$ cat src/rtl/srm_ctrl_pkg.sv
// Shared definitions for the Simple RISC Machine multicycle controller:
// state encoding, instruction field codes, memory commands and the
// one-hot datapath select constants.
package srm_ctrl_pkg;

    localparam int SRM_STATE_W = 5;

    typedef enum logic [SRM_STATE_W-1:0] {
        S_RST   = 5'd0,
        S_IF1   = 5'd1,
        S_IF2   = 5'd2,
        S_UPC   = 5'd3,
        S_DEC   = 5'd4,
        S_WIMM  = 5'd5,
        S_GETA  = 5'd6,
        S_GETB  = 5'd7,
        S_ALU   = 5'd8,
        S_WREG  = 5'd9,
        S_ADDR  = 5'd10,
        S_LADDR = 5'd11,
        S_MRD   = 5'd12,
        S_MWB   = 5'd13,
        S_SGETB = 5'd14,
        S_SPASS = 5'd15,
        S_SWR   = 5'd16,
        S_HALT  = 5'd17,
        S_BR    = 5'd18
    } state_t;

    // instruction[15:13]
    localparam logic [2:0] OPC_BR   = 3'b001;
    localparam logic [2:0] OPC_LDR  = 3'b011;
    localparam logic [2:0] OPC_STR  = 3'b100;
    localparam logic [2:0] OPC_ALU  = 3'b101;
    localparam logic [2:0] OPC_MOV  = 3'b110;
    localparam logic [2:0] OPC_HALT = 3'b111;

    // instruction[12:11]
    localparam logic [1:0] OP_MOV_REG = 2'b00;
    localparam logic [1:0] OP_MOV_IMM = 2'b10;
    localparam logic [1:0] OP_ADD     = 2'b00;
    localparam logic [1:0] OP_CMP     = 2'b01;
    localparam logic [1:0] OP_AND     = 2'b10;
    localparam logic [1:0] OP_MVN     = 2'b11;

    // instruction[10:8] branch conditions
    localparam logic [2:0] COND_AL = 3'b000;
    localparam logic [2:0] COND_EQ = 3'b001;
    localparam logic [2:0] COND_NE = 3'b010;
    localparam logic [2:0] COND_LT = 3'b011;
    localparam logic [2:0] COND_LE = 3'b100;

    // memory command
    localparam logic [1:0] MEM_NONE  = 2'b00;
    localparam logic [1:0] MEM_READ  = 2'b01;
    localparam logic [1:0] MEM_WRITE = 2'b10;

    // register-file read/write port select
    localparam logic [2:0] NSEL_NONE = 3'b000;
    localparam logic [2:0] NSEL_RN   = 3'b100;
    localparam logic [2:0] NSEL_RD   = 3'b010;
    localparam logic [2:0] NSEL_RM   = 3'b001;

    // writeback source select
    localparam logic [3:0] VSEL_NONE  = 4'b0000;
    localparam logic [3:0] VSEL_MDATA = 4'b1000;
    localparam logic [3:0] VSEL_IMM   = 4'b0100;
    localparam logic [3:0] VSEL_PC    = 4'b0010;
    localparam logic [3:0] VSEL_C     = 4'b0001;

    // Complete set of controller outputs, registered as one word
    typedef struct packed {
        logic [2:0] nsel;
        logic [3:0] vsel;
        logic       loada;
        logic       loadb;
        logic       loadc;
        logic       loads;
        logic       asel;
        logic       bsel;
        logic       write;
        logic       load_ir;
        logic       load_pc;
        logic       reset_pc;
        logic       br_take;
        logic       addr_sel;
        logic       load_addr;
        logic [1:0] mem_cmd;
        logic       halted;
    } ctrl_t;

endpackage

$ cat src/rtl/srm_ctrl_fsm_br_cond.sv
// Branch condition evaluator: compares the instruction cond field with
// the {N,V,Z} status flags. Only present in builds with
// SRM_CTRL_BRANCH_EN defined; other builds have no branch hardware.
`ifdef SRM_CTRL_BRANCH_EN
module srm_br_cond
    import srm_ctrl_pkg::*;
(
    input  logic [2:0] cond,
    input  logic [2:0] status,
    output logic       take
);

    logic flag_n;
    logic flag_v;
    logic flag_z;

    assign flag_n = status[2];
    assign flag_v = status[1];
    assign flag_z = status[0];

    // Signed comparisons use N!=V as "less than"; unknown codes never branch
    always_comb begin
        take = 1'b0;
        case (cond)
            COND_AL: take = 1'b1;
            COND_EQ: take = flag_z;
            COND_NE: take = ~flag_z;
            COND_LT: take = flag_n ^ flag_v;
            COND_LE: take = (flag_n ^ flag_v) | flag_z;
            default: take = 1'b0;
        endcase
    end

endmodule
`endif

$ cat src/rtl/srm_ctrl_fsm.sv
// Multicycle Moore controller for the Simple RISC Machine datapath.
// Outputs are registered: each cycle the strobes for the state being
// entered are computed alongside the next state, so every output is a
// pure function of the current state and resets asynchronously.
// Build option: define SRM_CTRL_BRANCH_EN to enable conditional branches
// (opcode 001); without it opcode 001 halts and br_take stays 0.
// MEM_LAT (1..7) is the number of cycles a memory READ is held before the
// data is captured.
module srm_ctrl_fsm
    import srm_ctrl_pkg::*;
#(
    parameter int MEM_LAT = 1,
    parameter int STATE_W = 5
) (
    input  logic       clk,
    input  logic       rst_n,
    input  logic [2:0] opcode,
    input  logic [1:0] op,
    input  logic [2:0] cond,
    input  logic [2:0] status,
    output logic [2:0] nsel,
    output logic [3:0] vsel,
    output logic       loada,
    output logic       loadb,
    output logic       loadc,
    output logic       loads,
    output logic       asel,
    output logic       bsel,
    output logic       write,
    output logic       load_ir,
    output logic       load_pc,
    output logic       reset_pc,
    output logic       br_take,
    output logic       addr_sel,
    output logic       load_addr,
    output logic [1:0] mem_cmd,
    output logic       halted
);

    localparam int              CNT_W     = 3;
    localparam logic [CNT_W-1:0] WAIT_INIT = CNT_W'(MEM_LAT - 1);

    logic [STATE_W-1:0] state_q;
    logic [CNT_W-1:0]   wait_cnt;
    ctrl_t              ctrl_q;
    state_t             cur;
    state_t             nxt;
    logic               wait_done;
    logic               wait_load;
    logic               take;

    assign cur       = state_t'(state_q[SRM_STATE_W-1:0]);
    assign wait_done = (wait_cnt == '0);

    // The latency counter is reloaded whenever a memory-read wait state is
    // freshly entered, so back-to-back fetches each get the full latency.
    assign wait_load = ((nxt == S_IF1) && (cur != S_IF1)) ||
                       ((nxt == S_MRD) && (cur != S_MRD));

`ifdef SRM_CTRL_BRANCH_EN
    srm_br_cond u_br_cond (
        .cond   (cond),
        .status (status),
        .take   (take)
    );
`else
    logic unused_br;
    assign unused_br = ^{cond, status};
    assign take      = 1'b0;
`endif

    function automatic state_t next_state(
        input state_t     s,
        input logic [2:0] opc,
        input logic [1:0] o,
        input logic       done
    );
        state_t n;
        n = S_RST;
        case (s)
            S_RST:   n = S_IF1;
            S_IF1:   n = done ? S_IF2 : S_IF1;
            S_IF2:   n = S_UPC;
            S_UPC:   n = S_DEC;
            S_DEC: begin
                case (opc)
                    OPC_MOV: begin
                        if (o == OP_MOV_IMM)      n = S_WIMM;
                        else if (o == OP_MOV_REG) n = S_GETB;
                        else                      n = S_HALT;
                    end
                    OPC_ALU:  n = (o == OP_MVN) ? S_GETB : S_GETA;
                    OPC_LDR,
                    OPC_STR:  n = S_GETA;
`ifdef SRM_CTRL_BRANCH_EN
                    OPC_BR:   n = S_BR;
`endif
                    OPC_HALT: n = S_HALT;
                    default:  n = S_HALT;
                endcase
            end
            S_WIMM:  n = S_IF1;
            S_GETA:  n = ((opc == OPC_LDR) || (opc == OPC_STR)) ? S_ADDR : S_GETB;
            S_GETB:  n = S_ALU;
            S_ALU:   n = ((opc == OPC_ALU) && (o == OP_CMP)) ? S_IF1 : S_WREG;
            S_WREG:  n = S_IF1;
            S_ADDR:  n = S_LADDR;
            S_LADDR: n = (opc == OPC_LDR) ? S_MRD : S_SGETB;
            S_MRD:   n = done ? S_MWB : S_MRD;
            S_MWB:   n = S_IF1;
            S_SGETB: n = S_SPASS;
            S_SPASS: n = S_SWR;
            S_SWR:   n = S_IF1;
            S_HALT:  n = S_HALT;
            S_BR:    n = S_IF1;
            default: n = S_RST;
        endcase
        return n;
    endfunction

    function automatic ctrl_t ctrl_of(
        input state_t     s,
        input logic [2:0] opc,
        input logic [1:0] o,
        input logic       br
    );
        ctrl_t c;
        c = '0;
        case (s)
            S_RST: begin
                c.reset_pc = 1'b1;
                c.load_pc  = 1'b1;
            end
            S_IF1: begin
                c.addr_sel = 1'b1;
                c.mem_cmd  = MEM_READ;
            end
            S_IF2: begin
                c.addr_sel = 1'b1;
                c.mem_cmd  = MEM_READ;
                c.load_ir  = 1'b1;
            end
            S_UPC:   c.load_pc = 1'b1;
            S_WIMM: begin
                c.nsel  = NSEL_RN;
                c.vsel  = VSEL_IMM;
                c.write = 1'b1;
            end
            S_GETA: begin
                c.nsel  = NSEL_RN;
                c.loada = 1'b1;
            end
            S_GETB: begin
                c.nsel  = NSEL_RM;
                c.loadb = 1'b1;
            end
            S_ALU: begin
                // MOV Rd,Rm and MVN pass B through with A forced to zero
                c.asel = (opc == OPC_MOV) || ((opc == OPC_ALU) && (o == OP_MVN));
                if ((opc == OPC_ALU) && (o == OP_CMP)) c.loads = 1'b1;
                else                                  c.loadc = 1'b1;
            end
            S_WREG: begin
                c.nsel  = NSEL_RD;
                c.vsel  = VSEL_C;
                c.write = 1'b1;
            end
            S_ADDR: begin
                c.bsel  = 1'b1;
                c.loadc = 1'b1;
            end
            S_LADDR: c.load_addr = 1'b1;
            S_MRD:   c.mem_cmd   = MEM_READ;
            S_MWB: begin
                c.mem_cmd = MEM_READ;
                c.nsel    = NSEL_RD;
                c.vsel    = VSEL_MDATA;
                c.write   = 1'b1;
            end
            S_SGETB: begin
                c.nsel  = NSEL_RD;
                c.loadb = 1'b1;
            end
            S_SPASS: begin
                c.asel  = 1'b1;
                c.loadc = 1'b1;
            end
            S_SWR:   c.mem_cmd = MEM_WRITE;
            S_HALT:  c.halted  = 1'b1;
            S_BR: begin
                c.load_pc = br;
                c.br_take = br;
            end
            default: c = '0;
        endcase
        return c;
    endfunction

    assign nxt = next_state(cur, opcode, op, wait_done);

    // State, latency counter and the output word for the state being entered
    always_ff @(posedge clk or negedge rst_n) begin
        if (!rst_n) begin
            state_q  <= STATE_W'(S_RST);
            wait_cnt <= '0;
            ctrl_q   <= ctrl_of(S_RST, OPC_HALT, OP_ADD, 1'b0);
        end else begin
            state_q <= STATE_W'(nxt);
            if (wait_load)
                wait_cnt <= WAIT_INIT;
            else if (!wait_done)
                wait_cnt <= wait_cnt - CNT_W'(1);
            ctrl_q <= ctrl_of(nxt, opcode, op, take);
        end
    end

    assign nsel      = ctrl_q.nsel;
    assign vsel      = ctrl_q.vsel;
    assign loada     = ctrl_q.loada;
    assign loadb     = ctrl_q.loadb;
    assign loadc     = ctrl_q.loadc;
    assign loads     = ctrl_q.loads;
    assign asel      = ctrl_q.asel;
    assign bsel      = ctrl_q.bsel;
    assign write     = ctrl_q.write;
    assign load_ir   = ctrl_q.load_ir;
    assign load_pc   = ctrl_q.load_pc;
    assign reset_pc  = ctrl_q.reset_pc;
    assign br_take   = ctrl_q.br_take;
    assign addr_sel  = ctrl_q.addr_sel;
    assign load_addr = ctrl_q.load_addr;
    assign mem_cmd   = ctrl_q.mem_cmd;
    assign halted    = ctrl_q.halted;

endmodule

$ cat config.mk
export PLATFORM = sky130hd
export DESIGN_NAME = srm_ctrl_fsm
export DESIGN_NICKNAME = d
export VERILOG_FILES = /design/src/rtl/srm_ctrl_pkg.sv /design/src/rtl/srm_ctrl_fsm_br_cond.sv /design/src/rtl/srm_ctrl_fsm.sv
export SDC_FILE = /design/constraint.sdc
export NUM_CORES = 1
export LEC_CHECK = 0
export CAP_MARGIN = 10
export CORE_UTILIZATION = 49
export CTS_CLUSTER_SIZE = 24
export DETAILED_ROUTE_END_ITERATION = 6
export HOLD_SLACK_MARGIN = 0.15
export MAX_ROUTING_LAYER = met4
export PLACE_DENSITY = 0.78
export SKIP_LAST_GASP = 1
export SYNTH_ARGS = -nofsm -noshare
export SYNTH_HDL_FRONTEND = slang
export SYNTH_SLANG_ARGS = --single-unit
$ cat constraint.sdc
create_clock -name clk -period 2.45 [get_ports clk]
set_input_delay 0.3675 -clock clk [delete_from_list [all_inputs] [get_ports clk]]
set_output_delay 0.3675 -clock clk [all_outputs]
set_load 0.02 [all_outputs]
==> results of run 1 <==
## cells in the mapped netlist, types with 2 or more instances
cell      number
nor3_1         2
o21ai_0        6
nand4b_1       2
ha_1           2
a311o_1        2
and3_1         3
o21a_1         2
inv_1         10
nor2b_1        3
nand2_1       14
o211ai_1       4
nor3b_2        2
dfrtp_1       27
buf_4          4
nand2b_1       2
nor4b_4        2
a211oi_1       2
dfstp_2        2
nand3_1        4
a21oi_1        7
buf_6          2
nor2_1        17
o211a_1        2
buf_2          3
nand3b_1       2
nand4_1        2
## cells by family (layout without fill, tap and decap cells)
logic type / after synthesis / count (layout) / synth area share, %
compound gates: 34 / 34 / 16.2
flops: 29 / 29 / 47.8
simple gates: 65 / 65 / 25.9
other cells: 1 / 2 / 0.246
buf+inv: 20 / 51 / 7.14
xor+xnor: 2 / 2 / 1.15
fa+ha+maj: 2 / 2 / 1.64
## worst min-delay path by stage
stage | endpoint | slack (ns)
3_3_place_gp | wait_cnt[0] | 0.53
3_5_place_dp | wait_cnt[0] | 0.57
4_1_cts | loadc | 0.41
5_1_grt | loadc | 0.45
2_1_floorplan | addr_sel | 0.07
6_report | loadc | 0.39
## per-layer routing
| metal | track usage [%] | up-vias | routed length [um] | part of all wire (%) |
|---|---|---|---|---|
| met1 | 28.8 | 593 | 1420 | 43 |
| met4 | 7.14 | 0 | 39 | 1.2 |
| met3 | 6.92 | 6 | 135 | 4.1 |
| met5 | - | - | 0 | 0 |
| met2 | 37.2 | 42 | 1690 | 51 |
| li1 | - | 590 | - | - |
## state kept, by name, indices dropped and copies added, names as in the netlist
name / count
addr_sel: 1
asel: 1
bsel: 1
cur: 5
halted: 1
load_addr: 1
load_ir: 1
load_pc: 1
loada: 1
loadb: 1
loadc: 1
loads: 1
mem_cmd: 2
nsel: 3
reset_pc: 1
vsel: 3
wait_cnt: 3
write: 1
## where the power goes
group / switching (uW) / internal (uW)
clock: 180 / 316
combinational: 557 / 497
sequential: 153 / 602
## critical path, stage by stage, from the launching register on
cell and delay [ns]:
dfrtp_1 0.70, nor4b_4 0.48, nand2_1 0.16, o311ai_2 0.14, o211ai_2 0.23, nor4b_4 0.30, nor2_1 0.08
## area by class of cell
class | count | area [um2] | share of cell area [%]
Tap cell | 31 | 38.8 | 2.02
Multi-Input combinational cell | 105 | 693 | 36.2
Timing Repair Buffer | 33 | 315 | 16.5
Inverter | 10 | 37.5 | 1.96
Sequential cell | 29 | 728 | 38.0
Clock buffer | 5 | 37.5 | 1.96
Clock inverter | 3 | 65.1 | 3.40
## stage by stage
step,hold WS [ns],power [uW],std cells,util [%]
3_5_place_dp,0.573,1810,208,63.5
4_1_cts,0.408,2300,216,67.1
6_report,0.390,2310,216,67.1
2_1_floorplan,0.0719,1500,154,-
3_3_place_gp,0.532,1790,208,63.5
5_1_grt,0.449,2430,216,67.1
==> results by group, run 1 <==
Clocking
  • CTS tree: done
  • H-tree Lvls: 2
  • Clock sink count: 29
  • CTS buffer count: 5
  • Hold Buf Count CTS: 0
  • Clock Latency Late Sink: 0.34 ns
  • Post_cts resized: 0
  • Root buf cell: clkbuf_4
  • CTS Buffer Depth: 2
  • Clock-pin slew on the worst setup and hold paths: 0.11 ns
  • Postcts setup bufs: 0

Die
  • Rows: 19
  • Starting density of the core: 53.4%
  • Core box area: 0.00285 mm2
  • Number of I/O pins: 36
  • Die footprint: 0.00334 mm2
  • Width of the chip: 57.8 um
  • Die height: 57.8 um

Timing
  • Worst-margin pin slew: 0.556 ns
  • Worst clock skew: 0.0196 ns
  • Final setup vio count: 0
  • Fin. Hold Viols: 0
  • Tmin final: 2.21 ns
  • Final worst slack: 0.245 ns
  • Fmax achieved: 453 MHz
  • RSZ-0062 raised after global routing: false
  • Final Cycle Share: 90.0%
  • Setup TNS: 0 ns
  • Slew Limit Fails: 0
  • Slew headroom: 62.9%

Layout
  • Fill count: 226
  • Fin area: 0.00192 mm2
  • Diode count: 0
  • Most frequent cells in the layout: dfrtp_1, clkdlybuf4s50_1, nor2_1
  • Layout cells sized above 1: 15.1%
  • Final Net Count: 199
  • Area Growth Syn to Fin: 25.7%

Synthesis
  • Syn Area/Cell: 9.96 um2
  • Post-Syn Instances: 153
  • Yosys cell types: 49
  • Post-synthesis cell area: 0.00152 mm2
  • Ys flop type: dfrtp_1
  • Post-synth top area share: 44.3%
  • Sequential area share after synthesis: 47.8%
  • Seq cells post-synth: 29
  • EDFF count, synth: 0
  • Ys async rst share: 100%
  • YS warnings: 0
  • Area leader, netlist: dfrtp_1
  • Area contributors post-synth: dfrtp_1, nor2_1, dfstp_2

Critical path
  • CP Launch Point: cur[0]
  • R2R setup slack: 0.24 ns
  • CP endpoint: wait_cnt[1]
  • Crit-path max FO: 15
  • CP Capture Type: register
  • Crit Path Class: register to register
  • Crit start category: register
  • R2r startpoint: cur[0]
  • WP data required: 2.67 ns
  • FF-to-FF path depth: 6
  • Worst flop-to-flop path endpoint: wait_cnt[1]
  • Critical Path AT: 2.43 ns

Min path
  • Worst hold path type: input port to asynchronous set/reset pin

Placed design
  • Gp weighted congestion: 0.899
  • Buffers on Ports: 27
  • Setup WS pre-CTS: 0.0934 ns
  • Hpwl dp: 2.38 mm
  • DP Area: 0.00181 mm2

Detailed routing
  • Routed wire per std cell: 15.2 um
  • Drt total wl: 3.29 mm
  • Initial drt markers: 82
  • DR DRC count: 0
  • 1st-pass router iterations: 6
  • ANT nets after route: 0
  • Via-to-Cell Ratio: 5.70
  • Via count: 1231

GRT
  • Initial antenna violation count: 0
  • Global-route wire length before repair: 5.62 mm
  • Congestion Overflow GR: 0
  • Largest net degree at the start of global routing: 30
  • Number of global-route vias before repair: 1229
  • All-layer global routing usage: 23.3%

Power and ir drop
  • PD cells: 1200 mW/mm2
  • Peak supply drop: 0.728 mV
  • Static Leakage: 0.000878 uW

Run
  • Maximum Capacitance Violations: 0

Outcome
  • Status: completed
No activity file was read; power rests on OpenSTA's default activity.
==> inputs of run 2 (changes only) <==
--- a/config.mk
+++ b/config.mk
@@ -6,12 +6,15 @@
 export NUM_CORES = 1
 export LEC_CHECK = 0
 export CAP_MARGIN = 10
+export CORE_MARGIN = 10
 export CORE_UTILIZATION = 49
+export CTS_BUF_LIST = sky130_fd_sc_hd__clkbuf_8 sky130_fd_sc_hd__clkbuf_16
 export CTS_CLUSTER_SIZE = 24
 export DETAILED_ROUTE_END_ITERATION = 6
 export HOLD_SLACK_MARGIN = 0.15
 export MAX_ROUTING_LAYER = met4
 export PLACE_DENSITY = 0.78
+export SKIP_CTS_REPAIR_TIMING = 1
 export SKIP_LAST_GASP = 1
 export SYNTH_ARGS = -nofsm -noshare
 export SYNTH_HDL_FRONTEND = slang
==> run 2 against run 1 <==
Compared with the run above: register-to-register slack improved by 0.05 ns; worst setup slack better by 0.052 ns; combinational power about the same; non-clock buffer count stayed put; sequential share of layout area increased by 0.33 points; total power fell by 5.3%; critical endpoint is now loadb; cell area decreased by 0.85%; clock skew down 0.014 ns; count of clock-buffer cells in the layout did not move.
==> results by group, run 2 (synthesis gave the netlist of run 1 again) <==
Detailed routing
  • Via-to-Cell Ratio: 5.62 (was 5.70)
  • ANT nets after route: 0 (unchanged)
  • DR DRC count: 0 (unchanged)
  • Via count: 1226 (was 1231)
  • Initial drt markers: 65 (was 82)
  • Routed wire per std cell: 16.5 um (was 15.2 um)
  • 1st-pass router iterations: 4 (was 6)
  • Drt total wl: 3.59 mm (was 3.29 mm)

Critical path
  • R2r startpoint: wait_cnt[0] (was cur[0])
  • Crit Path Class: register to register (unchanged)
  • FF-to-FF path depth: 9 (was 6)
  • WP data required: 2.62 ns (was 2.67 ns)
  • Critical Path AT: 2.33 ns (was 2.43 ns)
  • Crit path cell chain: inv_1 -> ha_1 -> ha_1 -> nor3_1 -> o21ai_0 -> o211a_1 -> or2_1 -> nor3b_2 -> a31o_1 (was nor4b_4 -> nand2_1 -> o311ai_2 -> o211ai_2 -> nor4b_4 -> nor2_1)
  • R2R setup slack: 0.30 ns (was 0.24 ns)
  • Worst path slowest cell: dfrtp_1 (unchanged)
  • Crit-path max FO: 11 (was 15)
  • Slowest stage delay, CP: 0.36 ns (was 0.70 ns)
  • Crit start category: register (unchanged)
  • Buf/Inv on CP: 1 (was 0)
  • Most frequent CP cell: ha_1 (was nor4b_4)
  • Top cell family by delay on the critical path: simple AND/OR/NAND/NOR gates (unchanged)
  • Worst flop-to-flop path endpoint: loadb (was wait_cnt[1])
  • CP Launch Point: wait_cnt[0] (was cur[0])
  • CP Capture Type: register (unchanged)

Timing
  • Tmin final: 2.15 ns (was 2.21 ns)
  • Setup TNS: 0 ns (unchanged)
  • Worst clock skew: 0.00541 ns (was 0.0196 ns)
  • Worst-margin pin slew: 0.536 ns (was 0.556 ns)
  • Slew headroom: 64.2% (was 62.9%)
  • Hold Slack: 0.466 ns (was 0.390 ns)
  • Fin. Hold Viols: 0 (unchanged)
  • Final setup vio count: 0 (unchanged)
  • Final Cycle Share: 87.9% (was 90.0%)
  • Slew Limit Fails: 0 (unchanged)
  • Final worst slack: 0.296 ns (was 0.245 ns)
  • RSZ-0062 raised after global routing: false (unchanged)
  • Fmax achieved: 464 MHz (was 453 MHz)

Layout
  • Final Non-Filler Cells: 218 (was 216)
  • Final Net Count: 199 (unchanged)
  • Max FFs per register: 5 (unchanged)
  • Fin util: 63.2% (was 67.1%)
  • Most frequent cells in the layout: dfrtp_1, clkdlybuf4s50_1, nor2_1 (unchanged)
  • Diode count: 0 (unchanged)
  • Area Growth Syn to Fin: 24.6% (was 25.7%)
  • Layout cells sized above 1: 14.6% (was 15.1%)

Die
  • Core box area: 0.00300 mm2 (was 0.00285 mm2)
  • Width of the chip: 75.8 um (was 57.8 um)
  • Die footprint: 0.00574 mm2 (was 0.00334 mm2)
  • Die height: 75.8 um (was 57.8 um)
  • Rows: 20 (was 19)
  • Number of I/O pins: 36 (unchanged)
  • Starting density of the core: 50.8% (was 53.4%)

Run
  • Maximum Capacitance Violations: 0 (unchanged)

Placed design
  • DP Cell Count: 210 (was 208)
  • Setup WS pre-CTS: 0.0991 ns (was 0.0934 ns)
  • Gp weighted congestion: 0.907 (was 0.899)
  • Buffers on Ports: 27 (unchanged)
  • Hpwl dp: 2.67 mm (was 2.38 mm)

Clocking
  • CTS tree: done (unchanged)
  • CTS buffer count: 5 (unchanged)
  • CTS Buffer Depth: 2 (unchanged)
  • Clock sink count: 29 (unchanged)
  • Clock-pin slew on the worst setup and hold paths: 0.06 ns (was 0.11 ns)
  • Clock Latency Late Sink: 0.29 ns (was 0.34 ns)
  • Root buf cell: clkbuf_8 (was clkbuf_4)
  • H-tree Lvls: 2 (unchanged)

GRT
  • Congestion Overflow GR: 0 (unchanged)
  • All-layer global routing usage: 14.5% (was 23.3%)
  • Largest net degree at the start of global routing: 30 (unchanged)
  • Number of global-route vias before repair: 1230 (was 1229)
  • Initial antenna violation count: 0 (unchanged)
  • Global-route wire length before repair: 5.95 mm (was 5.62 mm)

Power and ir drop
  • Peak supply drop: 0.609 mV (was 0.728 mV)
  • PD cells: 1150 mW/mm2 (was 1200 mW/mm2)
  • Static Leakage: 0.000866 uW (was 0.000878 uW)

Outcome
  • Status: completed (unchanged)

Min path
  • Worst hold path type: input port to asynchronous set/reset pin (unchanged)
## run 2: cell count changes in the layout (fill, tap and decap cells not counted), sizes merged
cell	change
clkinvlp	+1
bufinv	-2
clkinv	+1
## run 2: report_power, final
| part | switching [uW] | total, uW | internal (uW) | leakage (uW) |
|---|---|---|---|---|
| combinational | 548 | 1040 | 493 | 0.000436 |
| clock | 184 | 380 | 195 | 0.0000439 |
| sequential | 160 | 763 | 603 | 0.000386 |
## run 2: area by class of cell
class	instances	area, um2
fill	256	1100
tap	33	41.3
clock inverter	3	17.5
inverter	10	37.5
multi-input combinational	105	691
timing repair buffer	33	315
clock buffer	5	68.8
sequential	29	728
## run 2: through the flow
stage / power [uW] / instance area (um2)
final: 2180 / 1900
after floorplan: 1500 / 1530
after CTS: 2200 / 1900
after global placement: 1800 / 1810
after global routing: 2340 / 1900
after detailed placement: 1810 / 1810
## run 2: how the worst max path moves through the flow
stage,to,slack [ns],cells after the start
after floorplan,loadb,0.45,11
after global placement,loadb,0.15,7
after detailed placement,loadb,0.1,7
after CTS,loadb,0.27,9
after global routing,wait_cnt[0],0.11,9
final,loadb,0.30,9
## run 2: layer usage
metal | wire, um | up-vias | GRT usage (%)
met3 | 211 | 5 | 5.47
met2 | 1890 | 39 | 22.6
li1 | - | 594 | -
met1 | 1440 | 588 | 16.1
met5 | 0 | - | -
met4 | 48 | 0 | 6.60
